--- src/rtl/processor_defs_pkg.sv ---
// Opcode constants and sequencer state encoding shared by fetch_sequencer and
// control_unit, so both sides agree on what each opcode means.
package processor_defs;

    localparam logic [4:0] OP_NOP  = 5'b00100;
    localparam logic [4:0] OP_HALT = 5'b00101;
    localparam logic [4:0] OP_JUMP = 5'b00110;
    localparam logic [4:0] OP_IN   = 5'b01100;

    localparam logic [2:0] ST_FETCH   = 3'd0;
    localparam logic [2:0] ST_DECODE  = 3'd1;
    localparam logic [2:0] ST_EXEC    = 3'd2;
    localparam logic [2:0] ST_WAIT_IN = 3'd3;
    localparam logic [2:0] ST_HALTED  = 3'd4;

    typedef enum logic [2:0] {
        S_FETCH   = ST_FETCH,
        S_DECODE  = ST_DECODE,
        S_EXEC    = ST_EXEC,
        S_WAIT_IN = ST_WAIT_IN,
        S_HALTED  = ST_HALTED
    } seq_state_e;

    function automatic logic is_in_op(input logic [4:0] op);
        return op == OP_IN;
    endfunction

endpackage

--- src/rtl/fetch_sequencer_pc.sv ---
// Program counter: loads either a branch target or pc+1 when enabled.
// Increment is modulo 2^PC_WIDTH, so the all-ones address wraps to zero.
module program_counter #(
    parameter int PC_WIDTH = 10
) (
    input  logic                clock_i,
    input  logic                reset_ni,
    input  logic                load_i,
    input  logic                sel_target_i,
    input  logic [PC_WIDTH-1:0] target_i,
    output logic [PC_WIDTH-1:0] pc_o
);

    logic [PC_WIDTH-1:0] pc_q;
    logic [PC_WIDTH-1:0] pc_d;

    always_comb begin
        pc_d = sel_target_i ? target_i : pc_q + 1'b1;
    end

    always_ff @(posedge clock_i or negedge reset_ni) begin
        if (!reset_ni) begin
            pc_q <= '0;
        end else if (load_i) begin
            pc_q <= pc_d;
        end
    end

    assign pc_o = pc_q;

endmodule

--- src/rtl/fetch_sequencer.sv ---
// Instruction sequencer: fetch/decode/execute FSM in front of control_unit,
// with an input-handshake stall for IN and a saturating retired counter.
module fetch_sequencer
    import processor_defs::*;
#(
    parameter int PC_WIDTH    = 10,
    parameter int INSTR_WIDTH = 32,
    parameter int COUNT_WIDTH = 16
) (
    input  logic                   clock,
    input  logic                   reset,
    output logic [PC_WIDTH-1:0]    instr_addr,
    input  logic [INSTR_WIDTH-1:0] instr_data,
    output logic [INSTR_WIDTH-1:0] instruction,
    output logic [4:0]             opcode,
    input  logic                   pc_selector,
    input  logic                   halt,
    input  logic                   input_valid,
    output logic                   input_ack,
    output logic                   exec_enable,
    output logic                   halted,
    output logic [PC_WIDTH-1:0]    pc,
    output logic [COUNT_WIDTH-1:0] retired_count
);

    localparam logic [INSTR_WIDTH-1:0] NOP_WORD = {OP_NOP, {(INSTR_WIDTH-5){1'b0}}};
    localparam logic [COUNT_WIDTH-1:0] CNT_MAX  = {COUNT_WIDTH{1'b1}};

    seq_state_e             state_q, state_d;
    logic [INSTR_WIDTH-1:0] instr_q, instr_d;
    logic [COUNT_WIDTH-1:0] cnt_q, cnt_d;
    logic                   exec_en;
    logic                   ack;
    logic                   pc_load;
    logic                   pc_sel;
    logic [PC_WIDTH-1:0]    pc_w;

    program_counter #(
        .PC_WIDTH (PC_WIDTH)
    ) u_pc (
        .clock_i      (clock),
        .reset_ni     (reset),
        .load_i       (pc_load),
        .sel_target_i (pc_sel),
        .target_i     (instr_q[PC_WIDTH-1:0]),
        .pc_o         (pc_w)
    );

    always_comb begin
        state_d = state_q;
        instr_d = instr_q;
        exec_en = 1'b0;
        ack     = 1'b0;
        pc_load = 1'b0;
        pc_sel  = 1'b0;
        case (state_q)
            S_FETCH: begin
                state_d = S_DECODE;
            end
            S_DECODE: begin
                instr_d = instr_data;
                state_d = S_EXEC;
            end
            S_EXEC: begin
                // halt outranks both IN and a taken branch: pc stays frozen
                if (halt) begin
                    state_d = S_HALTED;
                end else if (is_in_op(instr_q[INSTR_WIDTH-1 -: 5])) begin
                    state_d = S_WAIT_IN;
                end else begin
                    exec_en = 1'b1;
                    pc_load = 1'b1;
                    pc_sel  = pc_selector;
                    state_d = S_FETCH;
                end
            end
            S_WAIT_IN: begin
                if (input_valid) begin
                    exec_en = 1'b1;
                    ack     = 1'b1;
                    pc_load = 1'b1;
                    state_d = S_FETCH;
                end
            end
            S_HALTED: begin
                state_d = S_HALTED;
            end
            default: begin
                state_d = S_FETCH;
            end
        endcase
    end

    always_comb begin
        cnt_d = cnt_q;
        if (exec_en && cnt_q != CNT_MAX) begin
            cnt_d = cnt_q + 1'b1;
        end
    end

    always_ff @(posedge clock or negedge reset) begin
        if (!reset) begin
            state_q <= S_FETCH;
            instr_q <= NOP_WORD;
            cnt_q   <= '0;
        end else begin
            state_q <= state_d;
            instr_q <= instr_d;
            cnt_q   <= cnt_d;
        end
    end

    assign instr_addr    = pc_w;
    assign pc            = pc_w;
    assign instruction   = instr_q;
    assign opcode        = instr_q[INSTR_WIDTH-1 -: 5];
    assign exec_enable   = exec_en;
    assign input_ack     = ack;
    assign halted        = (state_q == S_HALTED);
    assign retired_count = cnt_q;

endmodule

--- config.mk ---
export PLATFORM = sky130hd
export DESIGN_NAME = fetch_sequencer
export DESIGN_NICKNAME = d
export VERILOG_FILES = /design/src/rtl/processor_defs_pkg.sv /design/src/rtl/fetch_sequencer_pc.sv /design/src/rtl/fetch_sequencer.sv
export SDC_FILE = /design/constraint.sdc
export NUM_CORES = 1
export LEC_CHECK = 0
export CAP_MARGIN = 20
export CORE_ASPECT_RATIO = 0.9
export CORE_MARGIN = 2
export CORE_UTILIZATION = 43
export DETAILED_ROUTE_END_ITERATION = 6
export PLACE_DENSITY = 0.84
export SLEW_MARGIN = 20
export SYNTH_ARGS = -nofsm -noshare
export SYNTH_HDL_FRONTEND = slang
export SYNTH_HIERARCHICAL = 1
export SYNTH_SLANG_ARGS = --single-unit
--- constraint.sdc ---
create_clock -name clock -period 2.4 [get_ports clock]
set_input_delay 0.36 -clock clock [delete_from_list [all_inputs] [get_ports clock]]
set_output_delay 0.36 -clock clock [all_outputs]
set_load 0.01 [all_outputs]
; ---- Word level (Yosys, flattened, before mapping)
; Cells that the tools add are included.
[totals]
ff_bits = 61
input_bits = 37
out_inout_bits = 76
word_cells = 28
[classes]
add_sub_neg = 2
eq_ne = 7
mux = 13
reduce_logical = 2
[op_table]
columns = cell, count
row1 = "16-bit by 1-bit adder with 16-bit output, second input constant", 1
row2 = "16-bit != test, second input constant", 1
row3 = 3-bit one-hot mux with 5 select lines, 1
row4 = "10-bit by 1-bit adder with 10-bit output, second input constant", 1
row5 = 10-bit 2-to-1 mux, 1
row6 = 1-bit 2-to-1 mux, 7
row7 = "3-bit by 2-bit equality test with 1-bit output, second input constant", 2
row8 = 3-bit 2-to-1 mux, 2
row9 = "5-bit by 4-bit equality test with 1-bit output, second input constant", 1
row10 = "3-bit by 1-bit equality test with 1-bit output, second input constant", 1
row11 = "3-bit equality test, second input constant", 1
row12 = 3-bit logical NOT, 1
row13 = 2-bit 2-to-1 mux, 1
row14 = "2-bit != test, second input constant", 1
row15 = 1-bit one-hot mux with 2 select lines, 1
row16 = 1-bit logical AND, 1

; ---- Longest topological paths before layout
[logic_depth]
word_depth = 5
ltp_mapped = 10
depth_no_buf = 7

; ---- Cells and area by module
; Netlist, hierarchy kept.
[modules_own_cells]
columns = module, instances, cells_per_inst, area_each_um2, seq_area_each_um2
row1 = fetch_sequencer, 1, 177, 2257.2, 1277.5
row2 = program_counter, 1, 70, 599.3, 250.2

; ---- Worst setup path after synthesis
; OpenSTA, ideal clock, no wires.
[synth_path]
path_kind = register to register
from = reg instr_q[29] (netlist: instruction[29])
to = reg u_pc.pc_q[8] (netlist: u_pc/pc_o[8])
setup_ns = 0.137
arrival_ns = 1.594
setup_slack_ns = 0.669
path_stages_with_launch = 10
n_path_buf = 2
synth_period_minus_slack_ns = 1.731
path_cell_list = dfstp_2 > nand4bb_1 > o21ai_1 > nor2_1 > buf_2 > inv_2 > buf_2 > o21ai_1 > a21oi_1 > a21oi_1
[synth_between]
elab_chain_len = 5
word_cells_on_any_way = 8
classes_between = eq/ne (1) / mux (7)
[synth_rtl]
columns = element, line
row1 = start: declaration, fetch_sequencer.sv:30  ; logic [INSTR_WIDTH-1:0] instr_q, instr_d;
row2 = start signal: assignment, fetch_sequencer.sv:108  ; instr_q <= instr_d;
row3 = 5-bit by 4-bit equality test with 1-bit output, processor_defs_pkg.sv:25  ; return op == OP_IN;
row4 = 1-bit 2-to-1 mux, fetch_sequencer.sv:68  ; end else if (is_in_op(instr_q[INSTR_WIDTH-1 -: 5])) begin
row5 = 1-bit 2-to-1 mux, fetch_sequencer.sv:66  ; if (halt) begin
row6 = 1-bit 2-to-1 mux, fetch_sequencer.sv:56  ; case (state_q)
row7 = net pc_sel, fetch_sequencer.sv:35  ; logic pc_sel;
row8 = 10-bit 2-to-1 mux, fetch_sequencer_pc.sv:18  ; pc_d = sel_target_i ? target_i : pc_q + 1'b1;
row9 = end signal: assignment, fetch_sequencer_pc.sv:25  ; pc_q <= pc_d;
row10 = end: declaration, fetch_sequencer_pc.sv:14  ; logic [PC_WIDTH-1:0] pc_q;
; The timed path passes the listed nets, and every way through them passes these cells.
; A chain may end at the register's enable or synchronous reset.

; ---- Worst setup path after layout
[layout_path]
from = reg state_q[2]
to = out exec_enable
[layout_between]
elab_chain_len = 2
word_cells_on_any_way = 3
classes_between = eq/ne (2) / mux (1)
[layout_rtl]
columns = element, line
row1 = start: declaration, fetch_sequencer.sv:29  ; seq_state_e state_q, state_d;
row2 = start signal: assignment, fetch_sequencer.sv:107  ; state_q <= state_d;
row3 = 3-bit by 2-bit equality test with 1-bit output, fetch_sequencer.sv:56
row4 = 1-bit one-hot mux with 2 select lines (*), fetch_sequencer.sv:56
row5 = end: declaration, fetch_sequencer.sv:20  ; output logic exec_enable,
; Mark *: on every way between the ends. The rest lies on a longest branch, timed or not.

==> flow_summary.ini <==
[synth]
netlist_area_um2 = 2860
yosysWarnings = 6
synth-seq-cells = 61
synth_area_leaders = dfrtp_1, mux2_2, buf_4
ys_seq_area_share_pct = 53.5
ys_types = 38
synth_top_area_cell = dfrtp_1
synth_top_area_share_pct = 52.6
synth_nets = 286
syn_inst = 247
syn_area_per_cell_um2 = 11.6

[sta]
fin_crit_ns = 2.28
grt_setup_unrepaired = no
slew-limit-headroom_pct = 49.4
final.period_utilization_pct = 95.0
fin_ws_ns = 0.121
hold_violations = 0
fmax_mhz = 439
finalSetupViolations = 0
worstMarginPinSlew_ns = 0.759
finClkSkew_ns = 0.00798
drv_slew = 0
fin_tns_setup_ns = 0

[route]
dr.pass1.iters = 4
wl_um = 6790
ant_nets = 0
avgViaCountPerCell = 5.13
drtIter0Drc = 135
routedWlPerCell_um = 15.2
via_count = 2297
drc = 0

[floorplan]
pin_count = 113
die_y_um = 81.3
start_util_pct = 43.8
die_x_um = 89.9
num_rows = 28
dieArea_um2 = 7310
core_um2 = 6520

[global_route]
grt_pass1_wl_um = 10900
grt_use_total_pct = 19.1
antenna_found_initial = 0
grt_pass1_vias = 2197
grt-ovfl-total = 0
grt_max_degree = 62

[final_layout]
area_growth_pct = 47.9
n_antenna_cell = 0
final_nets = 392
drive_gt1_share_pct = 17.9
layout_common_cells = clkdlybuf4s50_1, dfrtp_1, mux2_2
final_common_cell = clkdlybuf4s50_1

[setup_path]
path_class = reg2out
arrival_ns = 1.92
critical_path.startpoint_type = flip-flop
cp.required_ns = 2.04
crit_chain = nand2b_1 > or2_1 > nand2_2 > clkdlybuf4s50_1
critPathMaxFanout = 7
cp_slowest_cell = clkdlybuf4s50_1
reg2regPathDepth = 9
cp-end-kind = primary output
slowest_delay_ns = 0.55

[power]
peakVddDrop_uv = 786
power_density_nw_per_um2 = 1240
power_leakage_nw = 1.73

[place]
gp_congestion = 0.806
io_buffer_count = 112
dp_hpwl_um = 4830
post-place-ws_ns = 0.108

[worst_hold_path]
hold_path_class = in2async

[clocking]
cts_hold_buf = 0
cts_sinks = 61
post_cts_resize_count = 0
clock_path_buffers = 2
clk_pin_slew_worst_paths_ns = 0.07
cts_setup_buffers = 0
clock_latency_ns = 0.33
cts_buffers = 9
cts_max_level = 3
cts_root_buf = clkbuf_8
tritoncts = yes

[job]
drv_cap = 0

[outcome]
status = finished clean
## flip-flops by register name (all words and copies together) (netlist names)
register,flops
instruction,32
retired_count,16
u_pc/pc_o,10
state_q,3
## metal layers
metal	GRT usage, %	wire length [um]	vias to the layer above	part of all wire, %
met5	0	0	-	0
met4	9.38	123	0	1.8
met3	7.24	532	10	7.8
met2	30.4	3310	84	49
met1	23.3	2830	1120	42
li1	-	-	1083	-
## power breakdown
part	leakage, nW	switching, mW	internal, mW	total (mW)
registers	0.758	0.388	1.43	1.82
logic	0.850	0.896	1.40	2.29
clock network	0.119	0.404	0.716	1.12
total	1.73	1.69	3.54	5.23
## final cells by class
class	count	area (um2)
Clock inverter	6	110
Fill cell	538	2290
Clock buffer	10	138
Tap cell	90	113
Sequential cell	61	1530
Inverter	4	15.0
Multi-Input combinational cell	157	1150
Timing Repair Buffer	120	1180
## stage by stage
step | area, um2 | hold slack (ns) | utilization (%) | cells | power (mW)
floorplan | 2860 | 0.0644 | - | 247 | 3.00
global placement | 3980 | 0.490 | 61.0 | 432 | 4.06
detailed placement | 3980 | 0.495 | 61.0 | 432 | 4.15
CTS | 4220 | 0.210 | 64.8 | 448 | 5.29
global route | 4230 | 0.239 | 64.8 | 448 | 5.55
finish | 4230 | 0.172 | 64.8 | 448 | 5.23
## synth_stat cells
library cell,number
dfrtp_1,60
mux2_2,33
buf_4,17
a21oi_1,16
nand2_1,16
xnor2_1,13
nand4_1,12
nor2_1,12
nand3_1,10
and3_1,7
buf_2,6
mux2i_1,6
o22ai_1,5
and4_1,3
inv_1,3
o21ai_1,3
ha_1,2
nand2b_1,2
o21ai_0,2
a21oi_2,1
a22o_1,1
a32oi_1,1
and4_4,1
buf_6,1
clkbuf_1,1
dfstp_2,1
inv_2,1
nand3b_1,1
nand4bb_1,1
nor2b_1,1
nor3_1,1
nor3b_1,1
nor4_1,1
nor4b_1,1
o21bai_1,1
o32ai_1,1
or2_1,1
xor2_1,1
## worst paths after layout
path                               endpoint  slack [ns]             start
setup / recovery                exec_enable        0.12        state_q[2]
hold / removal              instruction[23]        0.17             reset
setup reg to reg               u_pc/pc_o[8]        0.32   instruction[29]
hold reg to reg            retired_count[7]        0.51  retired_count[7]
max in group asynchronous   instruction[13]        1.71             reset
min in group clock         retired_count[7]        0.51  retired_count[7]
## cell families after synthesis
family          Yosys count  share of synthesized area, %
mux                      39                          15.1
compound gates           31                          6.26
fa+ha+maj                 2                         0.876
buf+inv                  29                          6.57
xor+xnor                 14                          4.29
flops                    61                          53.5
simple gates             71                          13.4
## critical path: cells and delay by family, from the launching register on
kind	cells	cell delay, ns
buf+inv	1	0.55
flops	1	0.44
simple gates	3	0.59
Note: power is estimated with default switching activity, not from simulation.
